### src/rtl/sccb_target.sv
// SCCB/I2C target (camera-side responder) for the OV7670 init bus.
// Oversamples SIOC/SIOD in the i_clk domain and decodes 3-phase writes
// (ID, sub-address, data) and 2-phase single-byte reads. ACK and read data
// are driven open-drain through o_siod_oe. Register accesses are presented
// to a local register file as single-cycle pulses.
module sccb_target #(
    parameter logic [6:0] DEV_ADDR    = 7'h21,
    parameter int         SYNC_STAGES = 2
) (
    input  logic       i_clk,
    input  logic       i_rst,
    input  logic       i_sioc,
    input  logic       i_siod,
    output logic       o_siod_oe,
    output logic       o_wr_valid,
    output logic [7:0] o_wr_addr,
    output logic [7:0] o_wr_data,
    output logic       o_rd_req,
    input  logic [7:0] i_rd_data,
    output logic       o_busy,
    output logic       o_err
);

    typedef enum logic [3:0] {
        S_IDLE, S_DEV, S_DEV_ACK, S_SUB, S_SUB_ACK,
        S_WDATA, S_WDATA_ACK, S_RDATA, S_RD_MACK, S_WAIT_STOP
    } state_t;

    logic [SYNC_STAGES-1:0] r_sioc_sync, r_siod_sync;
    logic                   r_sioc_hist, r_siod_hist;

    state_t     r_state;
    logic [3:0] r_bit_cnt;
    logic [7:0] r_shift;
    logic       r_rw;
    logic       r_siod_oe;
    logic       r_wr_valid;
    logic [7:0] r_wr_addr;
    logic [7:0] r_wr_data;
    logic       r_rd_req;
    logic       r_busy;
    logic       r_err;

    logic       w_sioc, w_siod;
    logic       w_sioc_rise, w_sioc_fall;
    logic       w_start, w_stop;
    logic [7:0] w_byte;

    // Synchronizer chains plus one history flop; idle bus level is high so
    // reset never manufactures a START/STOP out of the pipeline contents.
    always_ff @(posedge i_clk) begin
        if (i_rst) begin
            r_sioc_sync <= '1;
            r_siod_sync <= '1;
            r_sioc_hist <= 1'b1;
            r_siod_hist <= 1'b1;
        end else begin
            r_sioc_sync <= {r_sioc_sync[SYNC_STAGES-2:0], i_sioc};
            r_siod_sync <= {r_siod_sync[SYNC_STAGES-2:0], i_siod};
            r_sioc_hist <= r_sioc_sync[SYNC_STAGES-1];
            r_siod_hist <= r_siod_sync[SYNC_STAGES-1];
        end
    end

    assign w_sioc      = r_sioc_sync[SYNC_STAGES-1];
    assign w_siod      = r_siod_sync[SYNC_STAGES-1];
    assign w_sioc_rise = w_sioc & ~r_sioc_hist;
    assign w_sioc_fall = ~w_sioc & r_sioc_hist;
    // START/STOP need SIOC high on both the current and previous sample.
    assign w_start     = w_sioc & r_sioc_hist & r_siod_hist & ~w_siod;
    assign w_stop      = w_sioc & r_sioc_hist & ~r_siod_hist & w_siod;
    assign w_byte      = {r_shift[6:0], w_siod};

    // Protocol FSM: START/STOP first, then read-data capture, then SIOC edges.
    always_ff @(posedge i_clk) begin
        if (i_rst) begin
            r_state    <= S_IDLE;
            r_bit_cnt  <= 4'd0;
            r_shift    <= 8'h00;
            r_rw       <= 1'b0;
            r_siod_oe  <= 1'b0;
            r_wr_valid <= 1'b0;
            r_wr_addr  <= 8'h00;
            r_wr_data  <= 8'h00;
            r_rd_req   <= 1'b0;
            r_busy     <= 1'b0;
            r_err      <= 1'b0;
        end else begin
            r_wr_valid <= 1'b0;
            r_rd_req   <= 1'b0;
            r_err      <= 1'b0;
            if (w_start) begin
                r_state   <= S_DEV;
                r_bit_cnt <= 4'd0;
                r_busy    <= 1'b1;
                r_siod_oe <= 1'b0;
            end else if (w_stop) begin
                r_state   <= S_IDLE;
                r_bit_cnt <= 4'd0;
                r_busy    <= 1'b0;
                r_siod_oe <= 1'b0;
            end else if (r_rd_req && r_state == S_RDATA) begin
                // Register file answers combinationally during the request cycle.
                r_shift   <= {i_rd_data[6:0], 1'b0};
                r_siod_oe <= ~i_rd_data[7];
            end else if (w_sioc_rise) begin
                case (r_state)
                    S_DEV, S_SUB, S_WDATA: begin
                        if (r_bit_cnt != 4'd8) begin
                            r_shift   <= w_byte;
                            r_bit_cnt <= r_bit_cnt + 4'd1;
                            if (r_bit_cnt == 4'd7) begin
                                if (r_state == S_DEV) begin
                                    if (w_byte[7:1] == DEV_ADDR) begin
                                        r_rw <= w_byte[0];
                                    end else begin
                                        // Count is now 8, so the NACK bit wraps it to 0.
                                        r_err   <= 1'b1;
                                        r_state <= S_WAIT_STOP;
                                    end
                                end else if (r_state == S_SUB) begin
                                    r_wr_addr <= w_byte;
                                end else begin
                                    r_wr_data  <= w_byte;
                                    r_wr_valid <= 1'b1;
                                end
                            end
                        end
                    end
                    S_RDATA: begin
                        if (r_bit_cnt != 4'd8) r_bit_cnt <= r_bit_cnt + 4'd1;
                    end
                    S_RD_MACK: begin
                        // Master ACK or NACK: only one byte is ever returned.
                        r_state   <= S_WAIT_STOP;
                        r_bit_cnt <= 4'd0;
                    end
                    S_WAIT_STOP: begin
                        r_bit_cnt <= (r_bit_cnt == 4'd8) ? 4'd0 : r_bit_cnt + 4'd1;
                        if (r_bit_cnt == 4'd7) r_err <= 1'b1;
                    end
                    default: ;
                endcase
            end else if (w_sioc_fall) begin
                case (r_state)
                    S_DEV: if (r_bit_cnt == 4'd8) begin
                        r_siod_oe <= 1'b1;
                        r_state   <= S_DEV_ACK;
                    end
                    S_SUB: if (r_bit_cnt == 4'd8) begin
                        r_siod_oe <= 1'b1;
                        r_state   <= S_SUB_ACK;
                    end
                    S_WDATA: if (r_bit_cnt == 4'd8) begin
                        r_siod_oe <= 1'b1;
                        r_state   <= S_WDATA_ACK;
                    end
                    S_DEV_ACK: begin
                        r_siod_oe <= 1'b0;
                        r_bit_cnt <= 4'd0;
                        if (r_rw) begin
                            r_state  <= S_RDATA;
                            r_rd_req <= 1'b1;
                        end else begin
                            r_state <= S_SUB;
                        end
                    end
                    S_SUB_ACK: begin
                        r_siod_oe <= 1'b0;
                        r_bit_cnt <= 4'd0;
                        r_state   <= S_WDATA;
                    end
                    S_WDATA_ACK: begin
                        r_siod_oe <= 1'b0;
                        r_bit_cnt <= 4'd0;
                        r_state   <= S_WAIT_STOP;
                    end
                    S_RDATA: begin
                        if (r_bit_cnt == 4'd8) begin
                            r_siod_oe <= 1'b0;
                            r_state   <= S_RD_MACK;
                        end else begin
                            r_siod_oe <= ~r_shift[7];
                            r_shift   <= {r_shift[6:0], 1'b0};
                        end
                    end
                    default: ;
                endcase
            end
        end
    end

    assign o_siod_oe  = r_siod_oe;
    assign o_wr_valid = r_wr_valid;
    assign o_wr_addr  = r_wr_addr;
    assign o_wr_data  = r_wr_data;
    assign o_rd_req   = r_rd_req;
    assign o_busy     = r_busy;
    assign o_err      = r_err;

endmodule

### config.mk
export PLATFORM = sky130hd
export DESIGN_NAME = sccb_target
export DESIGN_NICKNAME = d
export VERILOG_FILES = /design/src/rtl/sccb_target.sv
export SDC_FILE = /design/constraint.sdc
export NUM_CORES = 1
export LEC_CHECK = 0
export ABC_AREA = 1
export ABC_CLOCK_PERIOD_IN_PS = 1750
export CORE_ASPECT_RATIO = 0.7
export CORE_UTILIZATION = 50
export CTS_BUF_LIST = sky130_fd_sc_hd__clkbuf_16
export DETAILED_ROUTE_END_ITERATION = 7
export DONT_BUFFER_PORTS = 1
export GPL_TIMING_DRIVEN = 0
export SYNTH_ARGS = -nofsm -noshare
export SYNTH_HDL_FRONTEND = slang
export SYNTH_SLANG_ARGS = --single-unit
### constraint.sdc
create_clock -name i_clk -period 1.75 [get_ports i_clk]
set_input_delay 0.2625 -clock i_clk [delete_from_list [all_inputs] [get_ports i_clk]]
set_output_delay 0.2625 -clock i_clk [all_outputs]
set_load 0.02 [all_outputs]
== Word level (Yosys, flattened, before mapping) ==
Index checks and enable logic that the tools add are counted.
Storage, ports and cells
  bits in registers: 44
  logic and storage cells: 151
Cells by class
  add/sub/neg operators: 1
  eq/ne operators: 39
  muxes and demuxes: 45
  bitwise logic cells: 24
  reduce and logical (&&, ||, !) cells: 26
Operators with widths (count)
  $mux W4: 15
  $mux W8: 7
  $pmux W4 S7: 1
  $ne A3 B2 Y1 const B: 9
  $reduce_and A9 Y1: 3
  $reduce_and A12 Y1: 2
  $eq A4 B3 Y1 const B: 5
  $ne A5 B2 Y1 const B: 4
  $mux W1: 17
  $not A1 Y1: 17
  $ne A5 B4 Y1 const B: 3
  $eq A4 B4 Y1 const B: 3
  $ne A3 B3 Y1 const B: 4
  $pmux W4 S3: 1
  $ne A5 B5 Y1 const B: 2
  $reduce_bool A10 Y1: 1
  $reduce_or A3 Y1: 3
  $reduce_or A9 Y1: 1
  $eq A4 B2 Y1 const B: 2
  $pmux W4 S2: 1
  $reduce_bool A2 Y1: 4
  $reduce_bool A4 Y1: 2
  $reduce_bool A8 Y1: 1
  $and A1 B1 Y1: 7
  other kinds (18): 20

== Logic depth before layout (Yosys ltp) ==
Gate-level depths: netlist of the first run.
  depth after elaboration: 10
  mapped depth: 12
  mapped depth without buffers: 11

== Least setup slack after synthesis of the first run ==
Ideal clock, no wire load.
  kind: flip-flop to flip-flop
  start: register r_sioc_hist
  end: register r_state[1]
  data arrival time: 1.434 ns
  data required time: 1.634 ns
  path slack: 0.199 ns
  stages on the path, launching flop included: 11
  path buffers: 2
  clock period less this slack: 1.551 ns
  path through: dfxtp_1 -> inv_1 -> ha_1 -> buf_2 -> inv_1 -> buf_2 -> a21oi_1 -> nand2_1 -> nand4_2 -> o21ai_0 -> nor2_1
On the way
  word-level cells in the longest chain between the ends: 4
Ends and longest elaborated chain
  from (decl): line 30  | logic r_sioc_hist, r_siod_hist;
  from (signal assigned): line 60  | r_sioc_hist <= r_sioc_sync[SYNC_STAGES-1];
  $not A1 Y1 or $and A1 B1 Y1 (tied branches): line 67, 70, 71
  $and A1 B1 Y1, on equally long branches: line 67, 70, 71
  $reduce_bool A8 Y1 (no source line) (tied with other cells)
  $reduce_and A12 Y1 (no source line) or $reduce_or A3 Y1 (tied branches)
  to (signal assigned): line 77  | r_state <= S_IDLE;
  to (signal assigned): line 93  | r_state <= S_DEV;
  to (signal assigned): line 98  | r_state <= S_IDLE;
  to (decl): line 32  | state_t r_state;
Several ways; a longest one is shown, not always the timed one.
A chain may end at the register's enable or synchronous reset.

== Worst setup path after layout of the first run ==
  start: register r_bit_cnt[0]
  end: register r_state[1]
On the way
  word-level cells in the longest chain between the ends: 3
Ends and longest elaborated chain
  from (decl): line 33  | logic [3:0] r_bit_cnt;
  from (signal assigned): line 111  | r_bit_cnt <= r_bit_cnt + 4'd1;
  from (signal assigned): line 131  | if (r_bit_cnt != 4'd8) r_bit_cnt <= r_bit_cnt + 4'd1;
  from (signal assigned): line 139  | r_bit_cnt <= (r_bit_cnt == 4'd8) ? 4'd0 : r_bit_cnt + 4'd1;
  $eq A4 B4 Y1 (tied with other cells)
  $ne A3 B3 Y1 (no source line) or $ne A3 B2 Y1 (tied branches)
  $reduce_and A12 Y1 (no source line) (*)
  to (signal assigned): line 148  | r_state <= S_DEV_ACK;
  to (signal assigned): line 152  | r_state <= S_SUB_ACK;
  to (signal assigned): line 156  | r_state <= S_WDATA_ACK;
Every way passes the cells marked *; elsewhere a longest branch is shown, timed or not.

==> results of run 1 <==
[metrics by stage]
step,area [um2],setup TNS [ns],std cells,setup WS [ns]
3_3_place_gp,2190,-1.12,344,-0.105
6_report,2470,0,356,0.0905
2_1_floorplan,2120,0,292,0.199
4_1_cts,2380,0,353,0.00791
3_5_place_dp,2190,-0.985,344,-0.107
5_1_grt,2470,-0.00378,356,-0.00267
[power groups by stage]
stage	Clock [uW]	Sequential, uW	Combinational (uW)
final	844	1030	159
after global routing	901	1030	178
after global placement	0	1050	138
after floorplan	0	1050	111
after detailed placement	0	1050	138
after CTS	867	1030	146
[cell type report]
class	instances	area, um2	area share (%)
multi-input cells	206	1140	46.0
flip-flops and latches	44	887	35.9
inverters	35	139	5.63
clock buffers	5	125	5.07
plain buffers	8	71.3	2.89
well taps	52	65.1	2.64
repair buffers	6	45.0	1.82
[per-layer routing]
layer  part of all wire (%)  routed length [um]  up-vias
met5                      0                   0        -
met4                   0.50                  26        0
met3                    8.9                 458        2
met2                     37                1920       67
met1                     53                2750      860
li1                       -                   -      984
[flip-flops by register name, summed over array words and instances (netlist names), 2 cells and up]
name,flops
r_state,4
o_wr_data,8
r_siod_sync,2
r_bit_cnt,4
o_wr_addr,8
r_shift,8
r_sioc_sync,2
[timing repair]
item	4_1_cts	5_1_grt
buffers inserted	3	3
pin swaps	2	3
cloned	1	0
setup endpoints to repair	31	33
gates resized for setup	10	26
[cell families (layout without fill, tap and decap cells)]
kind of cell | Yosys count | in the layout | share of synthesized area (%)
simple gates | 129 | 130 | 29.2
compound gates | 71 | 71 | 18.0
flops | 44 | 44 | 41.5
buf+inv | 43 | 54 | 8.43
fa+ha+maj | 5 | 5 | 2.95
[worst reg2reg max path, cell delays in order (launching register included)]
cell and delay, ns:
dfxtp_1 0.32, inv_1 0.10, ha_2 0.22, nand3_2 0.15
nand2_1 0.12, nor2_1 0.05, nor2_1 0.18, nand4_4 0.17
o21ai_0 0.19, nor2_1 0.05
[path summary, 6_finish.rpt]
| path | start | end | slack (ns) | cells after the start |
|---|---|---|---|---|
| worst max-delay path | r_bit_cnt[0] | r_state[1] | 0.09 | 9 |
| worst min register to register | r_siod_sync[0] | r_siod_sync[1] | 0.41 | 1 |
| worst max register to register | r_bit_cnt[0] | r_state[1] | 0.09 | 9 |
| worst min-delay path | i_rst | o_busy | 0.05 | 1 |
[Yosys cell counts (all sizes together)]
library cell and number:
nand3 19, o21ai 37, inv 35, a211oi 1, and2 1, or2 4
nor3 4, dfxtp 44, nand2 51, ha 5, clkbuf 3, a21oi 28
nand4 4, buf 5, o211ai 2, nand3b 1, a31oi 3, nor2 45
[cells in the final DEF (no fill, tap or decap)]
cell	n
nand4_1	3
o211ai_1	2
nand3_1	14
inv_2	7
inv_4	1
nor3_4	1
buf_8	2
buf_4	7
nor2_2	3
o21ai_2	3
nand3_2	4
nand2_2	6
clkbuf_1	3
inv_6	1
nor2_1	39
a31oi_1	2
a31oi_4	1
dfxtp_1	39
buf_6	2
o21ai_1	10
nor2_4	3
nand2_4	2
nand3b_1	1
or2_2	4
nand4_4	1
ha_1	2
ha_2	3
o21ai_0	24
a21oi_1	25
a211oi_1	1
and2_0	1
nand3_4	1
nor3_1	3
dfxtp_2	5
nand2_1	44
clkbuf_16	5
a21oi_2	3
inv_1	26
==> impl_metrics.py, run 1 <==
metrics = {
    "sta": {
        "timing.clock.skew_ns": 0.00445,
        "slew-limit-headroom_pct": 70.2,
        "timing.final.hold_violations": 0,
        "clock.fmax_mhz": 603,
        "final.min_clock_period_ns": 1.66,
        "hold_ws_ns": 0.0505,
        "worst_tran_pin_value_ns": 0.447,
        "slew_viol_final": 0,
        "period_share_pct": 94.8,
        "final-setup-viol-count": 0,
    },
    "route": {
        "vias_after_detailed_routing": 1913,
        "routed_wire_length_per_instance_um": 14.5,
        "detailedRoute.firstPassIterationCount": 4,
        "drcViolationCount": 0,
        "initialDrtViolationCount": 140,
        "route.detailed.vias_per_inst": 5.37,
        "drt-total-wl_um": 5150,
        "final_antenna_net_count": 0,
    },
    "final_layout": {
        "num-nets-final": 323,
        "num_antenna_cells": 0,
        "share_of_post_route_cells_with_drive_strength_above_1_pct": 21.4,
        "final_core_util_pct": 61.8,
        "syn_to_final_growth_pct": 16.3,
        "fillCellCount": 358,
    },
    "clock_network": {
        "clock-sinks": 44,
        "clkTransAtPathRegs_ns": 0.06,
        "tritoncts": "done",
        "clkLatencyLatePin_ns": 0.28,
        "htree_levels": 2,
        "cts_made_buffers": 5,
        "cts-root-to-sink-buffers": 2,
        "clock-root-buffer": "clkbuf_16",
        "cts_hold_buf": 0,
    },
    "power_and_ir_drop": {
        "p_switching_uw": 462,
        "swShare_pct": 22.7,
        "leakagePower_uw": 0.00102,
        "worst_ir_drop_vdd_mv": 0.665,
        "power-per-cell-area_nw_per_um2": 825,
        "power_report.internal_total_uw": 1570,
        "clock_power_share_pct": 41.5,
        "design_power_total_uw": 2040,
        "comb_power_share_pct": 7.8,
        "seq_power_share_pct": 50.7,
    },
    "critical_path": {
        "cp_top_family": "simple AND/OR/NAND/NOR gates",
        "path_cells": "inv_1 > ha_2 > nand3_2 > nand2_1 > nor2_1 > nor2_1 > nand4_4 > o21ai_0 > nor2_1",
        "crit_top_cell": "nor2_1",
        "critical_path_required_ns": 1.92,
        "worstPathBufferInverterCount": 1,
        "timing.critical_path.slowest_cell_delay_ns": 0.32,
        "critical-path-slowest-cell": "dfxtp_1",
        "cp-start-kind": "flip-flop",
        "endpoint_kind": "flip-flop",
        "critical_path_class": "flip-flop to flip-flop",
        "path_max_fanout": 8,
        "timing.critical_path.arrival_ns": 1.83,
    },
    "global_route": {
        "number_of_global_route_vias_before_repair": 1632,
        "antenna_found_initial": 0,
        "top_usage_layer": "met1",
        "grt_total_usage_pct": 24.3,
        "grt_start_max_net_pins": 12,
        "gr-total-overflow": 0,
        "global_route_wire_length_before_repair_um": 8200,
        "global_route.usage.met3_pct": 8.29,
        "grt.met2_usage_pct": 28.8,
        "met1_resource_use_gr_pct": 39.4,
    },
    "place": {
        "post_dp_hpwl_um": 3650,
        "port_buffers": 0,
        "routabilityCongestion": 0.862,
    },
    "synth": {
        "yosysTopAreaCell": "dfxtp_1",
        "netlist-cell-type-count": 32,
        "ys_top_cells_by_area": "dfxtp_1, nand2_1, nor2_1",
        "netlist_area_um2": 2120,
        "synth_warnings": 0,
        "syn-mean-instance-area_um2": 7.27,
        "synth_sequential_area_ratio_pct": 41.5,
        "synthCells": 292,
        "synth.ff_latch_count": 44,
        "mappedNetlistNets": 309,
        "post-synth-top-area-fraction_pct": 41.5,
    },
    "status": {
        "outcome": "finished, final reports clean",
    },
    "floorplan": {
        "fp.dieW_um": 79.9,
        "die_height_um": 56.5,
        "io-pin-count": 33,
        "fp-row-count": 19,
        "placeableCoreArea_um2": 3990,
        "area_of_the_die_um2": 4520,
        "initial_cell_density_of_the_core_pct": 53.2,
    },
    "job": {
        "max_cap_viol_count": 0,
    },
    "hold_path": {
        "hold_path.class": "input pin to flip-flop",
    },
}
(Power assumes the default switching activity.)
==> run 2, diff against run 1 <==
SLEW_MARGIN = 25   (was unset)
==> results of run 2 <==
No change in the layout: final DEF, timing and power equal those of run 1.
